--- src/rtl/mul_seq_ctrl_pkg.sv ---
// Shared definitions for the sequenced shift-add multiplier controller:
// state codes, operand width and status-word field positions.
package mul_seq_ctrl_pkg;

  localparam int MUL_W = 4;
  localparam int OPS_W = 3;

  typedef enum logic [1:0] {
    ST_IDLE   = 2'b00,
    ST_LOAD_B = 2'b01,
    ST_RUN    = 2'b10,
    ST_DONE   = 2'b11
  } state_t;

  localparam int STAT_STATE_LSB = 6;
  localparam int STAT_STEP_LSB  = 4;
  localparam int STAT_VALID_BIT = 3;
  localparam int STAT_OPS_LSB   = 0;

  function automatic logic [7:0] pack_status(input state_t st, input logic [1:0] step,
                                             input logic valid, input logic [OPS_W-1:0] ops);
    logic [7:0] w;
    w = '0;
    w[STAT_STATE_LSB +: 2]     = st;
    w[STAT_STEP_LSB +: 2]      = step;
    w[STAT_VALID_BIT]          = valid;
    w[STAT_OPS_LSB +: OPS_W]   = ops;
    return w;
  endfunction

endpackage

--- src/rtl/mul_seq_ctrl_if.sv ---
// Tile harness pins: 8 inputs (clock, reset, start, view, data nibble) and 8 outputs.
interface mul_seq_ctrl_if;
  logic [7:0] io_in;
  logic [7:0] io_out;

  modport master (output io_in, input io_out);
  modport slave  (input io_in, output io_out);
endinterface

--- src/rtl/mul_shift_add_step.sv ---
// One shift-add iteration: adds A shifted by the step index when the selected B bit is set.
module mul_shift_add_step #(
  parameter int W  = 4,
  parameter int SW = $clog2(W)
) (
  input  logic [W-1:0]   a,
  input  logic           b_bit,
  input  logic [SW-1:0]  step,
  input  logic [2*W-1:0] acc,
  output logic [2*W-1:0] acc_next
);

  logic [2*W-1:0] a_ext;
  logic [2*W-1:0] partial;

  always_comb begin
    a_ext    = {{W{1'b0}}, a};
    partial  = b_bit ? (a_ext << step) : '0;
    acc_next = acc + partial;
  end

endmodule

--- src/rtl/mul_seq_ctrl.sv ---
// Sequenced multiplier controller: operands arrive over the nibble bus on consecutive
// edges, W shift-add steps follow, and the product or a status word is muxed to io_out.
module mul_seq_ctrl
  import mul_seq_ctrl_pkg::*;
#(
  parameter int W = MUL_W
) (
  mul_seq_ctrl_if.slave bus
);

  localparam int SW = $clog2(W);

  logic         clk;
  logic         rst;
  logic         start;
  logic         view;
  logic [W-1:0] data;

  assign clk   = bus.io_in[0];
  assign rst   = bus.io_in[1];
  assign start = bus.io_in[2];
  assign view  = bus.io_in[3];
  assign data  = bus.io_in[4 +: W];

  state_t           state;
  logic [W-1:0]     a_q;
  logic [W-1:0]     b_q;
  logic [2*W-1:0]   acc_q;
  logic [2*W-1:0]   product_q;
  logic [SW-1:0]    step_q;
  logic             valid_q;
  logic [OPS_W-1:0] ops_q;
  logic [2*W-1:0]   acc_next;

  mul_shift_add_step #(.W(W), .SW(SW)) u_step (
    .a        (a_q),
    .b_bit    (b_q[step_q]),
    .step     (step_q),
    .acc      (acc_q),
    .acc_next (acc_next)
  );

  always_ff @(posedge clk or posedge rst) begin
    if (rst) begin
      state     <= ST_IDLE;
      a_q       <= '0;
      b_q       <= '0;
      acc_q     <= '0;
      product_q <= '0;
      step_q    <= '0;
      valid_q   <= 1'b0;
      ops_q     <= '0;
    end else begin
      case (state)
        ST_IDLE, ST_DONE: begin
          if (start) begin
            a_q   <= data;
            state <= ST_LOAD_B;
          end
        end
        ST_LOAD_B: begin
          b_q    <= data;
          acc_q  <= '0;
          step_q <= '0;
          state  <= ST_RUN;
        end
        ST_RUN: begin
          acc_q <= acc_next;
          // step returns to 0 on completion so the status word reads 0 outside RUN
          if (step_q == SW'(W - 1)) begin
            product_q <= acc_next;
            valid_q   <= 1'b1;
            ops_q     <= ops_q + 1'b1;
            step_q    <= '0;
            state     <= ST_DONE;
          end else begin
            step_q <= step_q + 1'b1;
          end
        end
        default: state <= ST_IDLE;
      endcase
    end
  end

  logic [7:0] status;

  always_comb begin
    status     = pack_status(state, step_q, valid_q, ops_q);
    bus.io_out = view ? status : product_q;
  end

endmodule

--- src/flat_wrapper.sv ---
// flat-port wrapper written by rule: the top's interface ports become plain ports
module mul_seq_ctrl_flat import mul_seq_ctrl_pkg::*;
#(
  parameter int W = MUL_W
)
  (bus_io_in, bus_io_out);
  mul_seq_ctrl_if bus_i ();
  input wire logic [$bits(bus_i.io_in)-1:0] bus_io_in;
  output wire logic [$bits(bus_i.io_out)-1:0] bus_io_out;
  assign bus_i.io_in = bus_io_in;
  assign bus_io_out = bus_i.io_out;
  mul_seq_ctrl #(.W(W)) u_core (.bus(bus_i));
endmodule
--- config.mk ---
export PLATFORM = sky130hd
export DESIGN_NAME = mul_seq_ctrl_flat
export DESIGN_NICKNAME = d
export VERILOG_FILES = /design/src/rtl/mul_seq_ctrl_pkg.sv /design/src/rtl/mul_seq_ctrl_if.sv /design/src/rtl/mul_shift_add_step.sv /design/src/rtl/mul_seq_ctrl.sv /design/src/flat_wrapper.sv
export SDC_FILE = /design/constraint.sdc
export NUM_CORES = 1
export LEC_CHECK = 0
export ABC_AREA = 1
export CAP_MARGIN = 30
export CORE_MARGIN = 1
export CORE_UTILIZATION = 40
export DETAILED_ROUTE_END_ITERATION = 12
export PLACE_DENSITY_LB_ADDON = 0.15
export SYNTH_ARGS = -nofsm -noshare
export SYNTH_HDL_FRONTEND = slang
export SYNTH_SLANG_ARGS = --single-unit
export TNS_END_PERCENT = 5
--- constraint.sdc ---
create_clock -name bus_io_in -period 4.75 [get_ports bus_io_in]
set_input_delay 0.95 -clock bus_io_in [delete_from_list [all_inputs] [get_ports bus_io_in]]
set_output_delay 0.95 -clock bus_io_in [all_outputs]
set_load 0.01 [all_outputs]
==> results of run 1 <==
## power groups by stage
stage / sequential, mW / clock (mW) / combinational, mW
after global routing: 0.277 / 1.68 / 0.000000183
final: 0.278 / 1.53 / 0.000000183
after floorplan: 0.285 / 0.255 / 0.000000195
after CTS: 0.278 / 1.58 / 0.000000183
after global placement: 0.285 / 0.361 / 0.000000183
after detailed placement: 0.285 / 0.361 / 0.000000183
## worst max-delay path, delay by kind of cell
family / cells / cell delay, ns
AO/OA/AOI/OAI: 1 / 0.23
buffers and inverters: 3 / 0.85
## state kept, by name (all words and copies together), names as in the netlist
signal / flops
u_core.step_q: 2
u_core.b_q: 4
u_core.product_q: 8
u_core.ops_q: 3
u_core.valid_q: 1
u_core.acc_q: 8
u_core.state: 2
u_core.a_q: 4
## cells by family after synthesis
family          share of synthesized area [%]
compound gates                           10.4
fa+ha+maj                                8.80
buf+inv                                  7.69
simple gates                             21.4
flops                                    44.7
xor+xnor                                 1.96
mux                                      5.03
## layout make-up
type / instances / share of cell area [%]
Multi-Input combinational cell: 151 / 33.1
Clock inverter: 37 / 6.61
Inverter: 30 / 4.38
Clock buffer: 49 / 22.3
Sequential cell: 32 / 31.1
Tap cell: 50 / 2.43
## routing by layer
| layer | share of wire (%) | global-route usage (%) |
|---|---|---|
| met5 | 0 | 5.00 |
| met4 | 4.5 | 46.9 |
| met3 | 10 | 36.3 |
| met2 | 44 | 30.0 |
| met1 | 41 | 19.8 |
## synth_stat cells (all sizes together), types with 2 or more instances
cell type | n | area share [%]
a21oi | 11 | 3.1
buf | 3 | 0.98
dfrtp | 32 | 45
ha | 11 | 7.7
inv | 31 | 6.5
mux2 | 8 | 5.0
nand2 | 61 | 13
nand3 | 15 | 4.2
nand4 | 2 | 0.70
nor2 | 9 | 2.3
o21ai | 23 | 6.4
or2 | 4 | 1.4
xnor2 | 4 | 2.0
## per-stage QoR
step / instances / power [mW] / area, um2 / util [%]
final: 349 / 1.81 / 2570 / 62.1
after CTS: 349 / 1.86 / 2570 / 62.1
after global placement: 272 / 0.646 / 1910 / 46.1
after floorplan: 218 / 0.540 / 1790 / -
after detailed placement: 272 / 0.646 / 1910 / 46.1
after global routing: 349 / 1.96 / 2570 / 62.1
## path summary, 6_finish.rpt
path                                   from                   to  slack, ns  cells after the start
setup / recovery               bus_io_in[3]        bus_io_out[4]       0.34                      4
hold / removal                 bus_io_in[7]        u_core.b_q[3]       0.05                      4
setup reg to reg           u_core.step_q[0]  u_core.product_q[4]       2.43                     13
hold reg to reg             u_core.ops_q[2]      u_core.ops_q[2]       0.47                      1
max in group asynchronous      bus_io_in[1]        u_core.b_q[1]       2.52                      3
min in group asynchronous      bus_io_in[1]  u_core.product_q[7]       2.12                      3
==> metrics.md, run 1 <==
| Metric | Value |
|---|---|
| Die Area | `4750 um2` |
| Final hold slack | `0.0550 ns` |
| Cts hold-fix bufs | `0` |
| Sw frac | `34.2%` |
| CP Max Fanout | `6` |
| Async S/R FF share, synth | `100%` |
| Number of global-route vias before repair | `2,157` |
| Register area share after synthesis | `44.7%` |
| DP HPWL | `2660 um` |
| Synth Register Bits | `32` |
| Multi-input logic area | `852 um2` |
| VDD IR-drop max | `0.000454 V` |
| # port buffers | `8` |
| Slew margin rel. | `67.0%` |
| Filler cells | `387` |
| Worst Setup End Kind | `primary output` |
| PostCTS Resize Cnt | `0` |
| Most Frequent Cell on Critical Path | `clkbuf_8` |
| Post-Syn Area | `1790 um2` |
| Synth-to-Final Area Change | `43.7%` |
| Post-CTS repair timing setup buffer count | `0` |
| Worst setup SP type | `clock port` |
| Grt ovf | `0` |
| Clock Skew | `0.00348 ns` |
| Pre-CTS WS | `0.717 ns` |
| Library cells used by synthesis | `22` |
| Core Area | `4140 um2` |
| RSZ-0062 raised after global routing | `no` |
| Crit Path Category | `clk2out` |
| Maxcap violations | `0` |
| Setup_tns | `0 ns` |
| Combinational share of power | `0%` |
| CP peak stage delay | `0.58 ns` |
| Final net count | `309` |
| Detail Route Antenna Nets | `0` |
| Sequential power share | `15.4%` |
| Initial Util | `43.2%` |
| Largest net degree at the start of global routing | `16` |
| Detailed Route WL | `4700 um` |
| Status | `finished clean` |
| Die width | `68.9 um` |
| Iteration-0 DRC Markers | `95` |
| Clock latency on the worst-skew pair | `0.29 ns` |
| Initial antenna violation count | `0` |
| Vias | `1,770` |
| Final antenna diode count | `0` |
| Leakage | `1.18 nW` |
| Clock group share of total power | `84.6%` |
| First-pass GRT wire length | `7980 um` |
| P_int | `1.19 mW` |
| Final setup vio count | `0` |
| Crit path cell chain | `clkbuf_8, clkbuf_8, o21ai_0, clkdlybuf4s50_1` |
| FP Rows | `23` |
| Slowest cell on crit path | `clkdlybuf4s50_1` |
| Syn Area/Cell | `8.21 um2` |
| Most frequent cells in the layout | `inv_1, nand2_1, clkbuf_8` |
| Post-DR vias/cell | `5.07` |
| Main flop type after synthesis | `dfrtp_1` |
| Register area | `801 um2` |
| Post-synth EDFFs | `0` |
| Placer Congestion | `0.803` |
| P_sw | `0.617 mW` |
| Ys Warns | `0` |
| Tot GR Track Use | `29.5%` |
| Worst slew pin tran | `0.496 ns` |
| Final Hold Fails | `0` |
| Ports | `16` |
| WP data required | `3.80 ns` |
| Share of layout cells above drive strength 1 | `16.1%` |
| Routed wire per std cell | `13.5 um` |
| Setup WS post-layout | `0.342 ns` |
| DRC Markers | `0` |
| Syn Nets | `238` |
| Worst path arrival time | `3.46 ns` |
| Fin. max-slew vios | `0` |
| Power Density | `702 nW/um2` |
| CTS tree | `done` |
| Commonest non-fill, non-tap cell in the layout | `inv_1` |
| Syn Inst Count | `218` |
| First-pass detailed-route iteration total | `4` |
| Die span in y | `68.9 um` |
| CTS clk-pin slew, worst paths | `0.06 ns` |
| Worst Hold Class | `clk2reg` |
(Power assumes the default switching activity.)
==> run 2, diff against run 1 <==
--- a/config.mk
+++ b/config.mk
@@ -10,7 +10,9 @@
 export CORE_MARGIN = 1
 export CORE_UTILIZATION = 40
 export DETAILED_ROUTE_END_ITERATION = 12
+export HOLD_SLACK_MARGIN = 0.03
 export PLACE_DENSITY_LB_ADDON = 0.15
+export RECOVER_POWER = 25
 export SYNTH_ARGS = -nofsm -noshare
 export SYNTH_HDL_FRONTEND = slang
 export SYNTH_SLANG_ARGS = --single-unit
==> run 2 against run 1 <==
Compared with the run above:
- global-route usage unchanged
- via count is 0.45% lower
- non-clock buffer count unchanged
- sequential power is essentially flat
- sequential share of layout area rose by 0.091 points
- die area is the same
- critical path depth is the same
- setup slack got worse by 0.0076 ns
==> metrics.md, run 2 (synthesis gave the netlist of run 1 again) <==
| Metric | Value |
|---|---|
| Status | `finished clean` |
| Final instance area | `2560 um2 (-0.29%)` |
| # port buffers | `8 (unchanged)` |
| CP peak stage delay | `0.59 ns (about the same)` |
| Grt ovf | `0 (unchanged)` |
| Routed wire per std cell | `13.5 um (+0.23%)` |
| Placement Cell Area | `1910 um2 (unchanged)` |
| R2R Setup Slk | `2.44 ns (about the same)` |
| Post-DR vias/cell | `5.05 (-0.45%)` |
| PostCTS Resize Cnt | `0 (unchanged)` |
| FP Rows | `23 (unchanged)` |
| Power Density | `703 nW/um2 (+0.21%)` |
| Sw frac | `34.1% (-0.057 points)` |
| Iteration-0 DRC Markers | `98 (+3.2%)` |
| Placer Congestion | `0.803 (unchanged)` |
| Final Hold Fails | `0 (unchanged)` |
| Leakage | `1.18 nW (-0.28%)` |
| Worst Hold Class | `clk2reg` |
| Detail Route Antenna Nets | `0 (unchanged)` |
| Maxcap violations | `0 (unchanged)` |
| Setup_tns | `0 ns (unchanged)` |
| Worst path arrival time | `3.47 ns (about the same)` |
| Final setup vio count | `0 (unchanged)` |
| Die Area | `4750 um2 (unchanged)` |
| CTS tree | `done` |
| Most Frequent Cell on Critical Path | `clkbuf_8` |
| Initial Util | `43.2% (unchanged)` |
| Number of global-route vias before repair | `2,157 (unchanged)` |
| Hold endpoint | `u_core.b_q[3]` |
| Setup crit start | `bus_io_in[3]` |
| Most frequent cells in the layout | `inv_1, nand2_1, clkbuf_8` |
| CTS clk-pin slew, worst paths | `0.06 ns (about the same)` |
| Slowest cell on crit path | `clkdlybuf4s50_1` |
| Commonest non-fill, non-tap cell in the layout | `inv_1` |
| Post-CTS repair timing setup buffer count | `0 (unchanged)` |
| Vias | `1,762 (-0.45%)` |
| Clock group share of total power | `84.6% (about the same)` |
| First-pass detailed-route iteration total | `4 (unchanged)` |
| Ports | `16 (unchanged)` |
| Share of layout cells above drive strength 1 | `15.7% (-0.33 points)` |
| Clock latency on the worst-skew pair | `0.29 ns (about the same)` |
| Pre-CTS WS | `0.717 ns (unchanged)` |
| Finished Core Util | `61.9% (-0.18 points)` |
| RSZ-0062 raised after global routing | `no` |
| Final antenna diode count | `0 (unchanged)` |
| Crit Path Category | `clk2out` |
| Initial antenna violation count | `0 (unchanged)` |
| VDD IR-drop max | `0.000454 V (about the same)` |
| Reg2Reg Depth | `13 (unchanged)` |
| P_sw | `0.615 mW (-0.25%)` |
| Clock Skew | `0.00341 ns (-0.0000729 ns)` |
| Worst slew pin tran | `0.464 ns (-0.0320 ns)` |
| Capturing point of the worst reg2reg path | `u_core.product_q[4]` |
| Setup WS post-layout | `0.335 ns (-0.00756 ns)` |
| DRC Markers | `0 (unchanged)` |
| Sequential power share | `15.4% (about the same)` |
| DP HPWL | `2660 um (unchanged)` |
| Worst reg2reg startpoint | `u_core.step_q[0]` |
| First-pass GRT wire length | `7980 um (unchanged)` |
| Top flop regs | `u_core.acc_q: 8 flops, u_core.product_q: 8 flops` |
| Synth-to-Final Area Change | `43.3%` |
| Cts hold-fix bufs | `0 (unchanged)` |
| Worst Setup End Kind | `primary output` |
| Slew margin rel. | `69.0% (+2.0 points)` |
| Fin. max-slew vios | `0 (unchanged)` |
| Crit path cell chain | `clkbuf_8, clkbuf_8, o21ai_0, clkdlybuf4s50_1` |
| Largest net degree at the start of global routing | `16 (unchanged)` |
| Tot GR Track Use | `29.5% (unchanged)` |
| Final net count | `309 (unchanged)` |
| Core Area | `4140 um2 (unchanged)` |
| Worst Hold Launch | `bus_io_in[7]` |
| WP data required | `3.80 ns (about the same)` |
| Die span in y | `68.9 um (unchanged)` |
| Filler cells | `389 (+0.52%)` |
| P_int | `1.19 mW (about the same)` |
| Worst setup SP type | `clock port` |
| Combinational share of power | `0% (unchanged)` |
| Detailed Route WL | `4710 um (+0.23%)` |
| Hold Path Cell Cnt | `4 (unchanged)` |
| CP Max Fanout | `6 (unchanged)` |
| Die width | `68.9 um (unchanged)` |
-- run 2: changes by cell type in the layout (fill, tap and decap cells not counted) --
cell and delta:
nor2_4 -1, nor2_1 +1
-- run 2: critical path, delay by kind of cell --
kind | cells | cell delay [ns]
AO/OA/AOI/OAI | 1 | 0.24
buffers and inverters | 3 | 0.86
-- run 2: power groups by stage --
stage                     Sequential [mW]  Combinational [mW]  Clock (mW)
after global routing                0.277         0.000000179        1.68
after floorplan                     0.285         0.000000195       0.255
after global placement              0.285         0.000000183       0.361
final                               0.278         0.000000179        1.53
after CTS                           0.278         0.000000183        1.58
after detailed placement            0.285         0.000000183       0.361
-- run 2: final cells by class --
| type | instances | area [um2] | area share, % |
|---|---|---|---|
| Clock buffer | 49 | 574 | 22.4 |
| Clock inverter | 37 | 170 | 6.63 |
| Inverter | 30 | 113 | 4.39 |
| Multi-Input combinational cell | 151 | 845 | 32.9 |
| Sequential cell | 32 | 801 | 31.2 |
| Tap cell | 50 | 62.6 | 2.44 |
-- run 2: worst max path at each step --
stage	to	slack, ns	cells after the start
after floorplan	bus_io_out[4]	0.97	2
after detailed placement	bus_io_out[1]	0.72	2
after global routing	bus_io_out[4]	0.29	4
final	bus_io_out[4]	0.33	4
after global placement	bus_io_out[1]	0.72	2
after CTS	bus_io_out[4]	0.31	4
-- run 2: metal layers --
metal | global-route usage, % | part of all wire, % | wire [um]
met1 | 19.8 | 40 | 1900
met2 | 30.0 | 45 | 2100
met3 | 36.3 | 11 | 501
met4 | 46.9 | 4.4 | 208
met5 | 5.00 | 0 | 0
-- run 2: per-stage QoR --
step | cells | power, mW | hold WS [ns]
finish | 349 | 1.80 | 0.0560
global route | 349 | 1.96 | 0.0558
CTS | 349 | 1.86 | 0.0662
detailed placement | 272 | 0.646 | 0.117
global placement | 272 | 0.646 | 0.117
floorplan | 218 | 0.540 | 0.117
==> run 3, diff against run 2 <==
--- a/config.mk
+++ b/config.mk
@@ -10,7 +10,6 @@
 export CORE_MARGIN = 1
 export CORE_UTILIZATION = 40
 export DETAILED_ROUTE_END_ITERATION = 12
-export HOLD_SLACK_MARGIN = 0.03
 export PLACE_DENSITY_LB_ADDON = 0.15
 export RECOVER_POWER = 25
 export SYNTH_ARGS = -nofsm -noshare
==> results of run 3 <==
The final DEF is identical to that of run 2; final timing and power are the same.
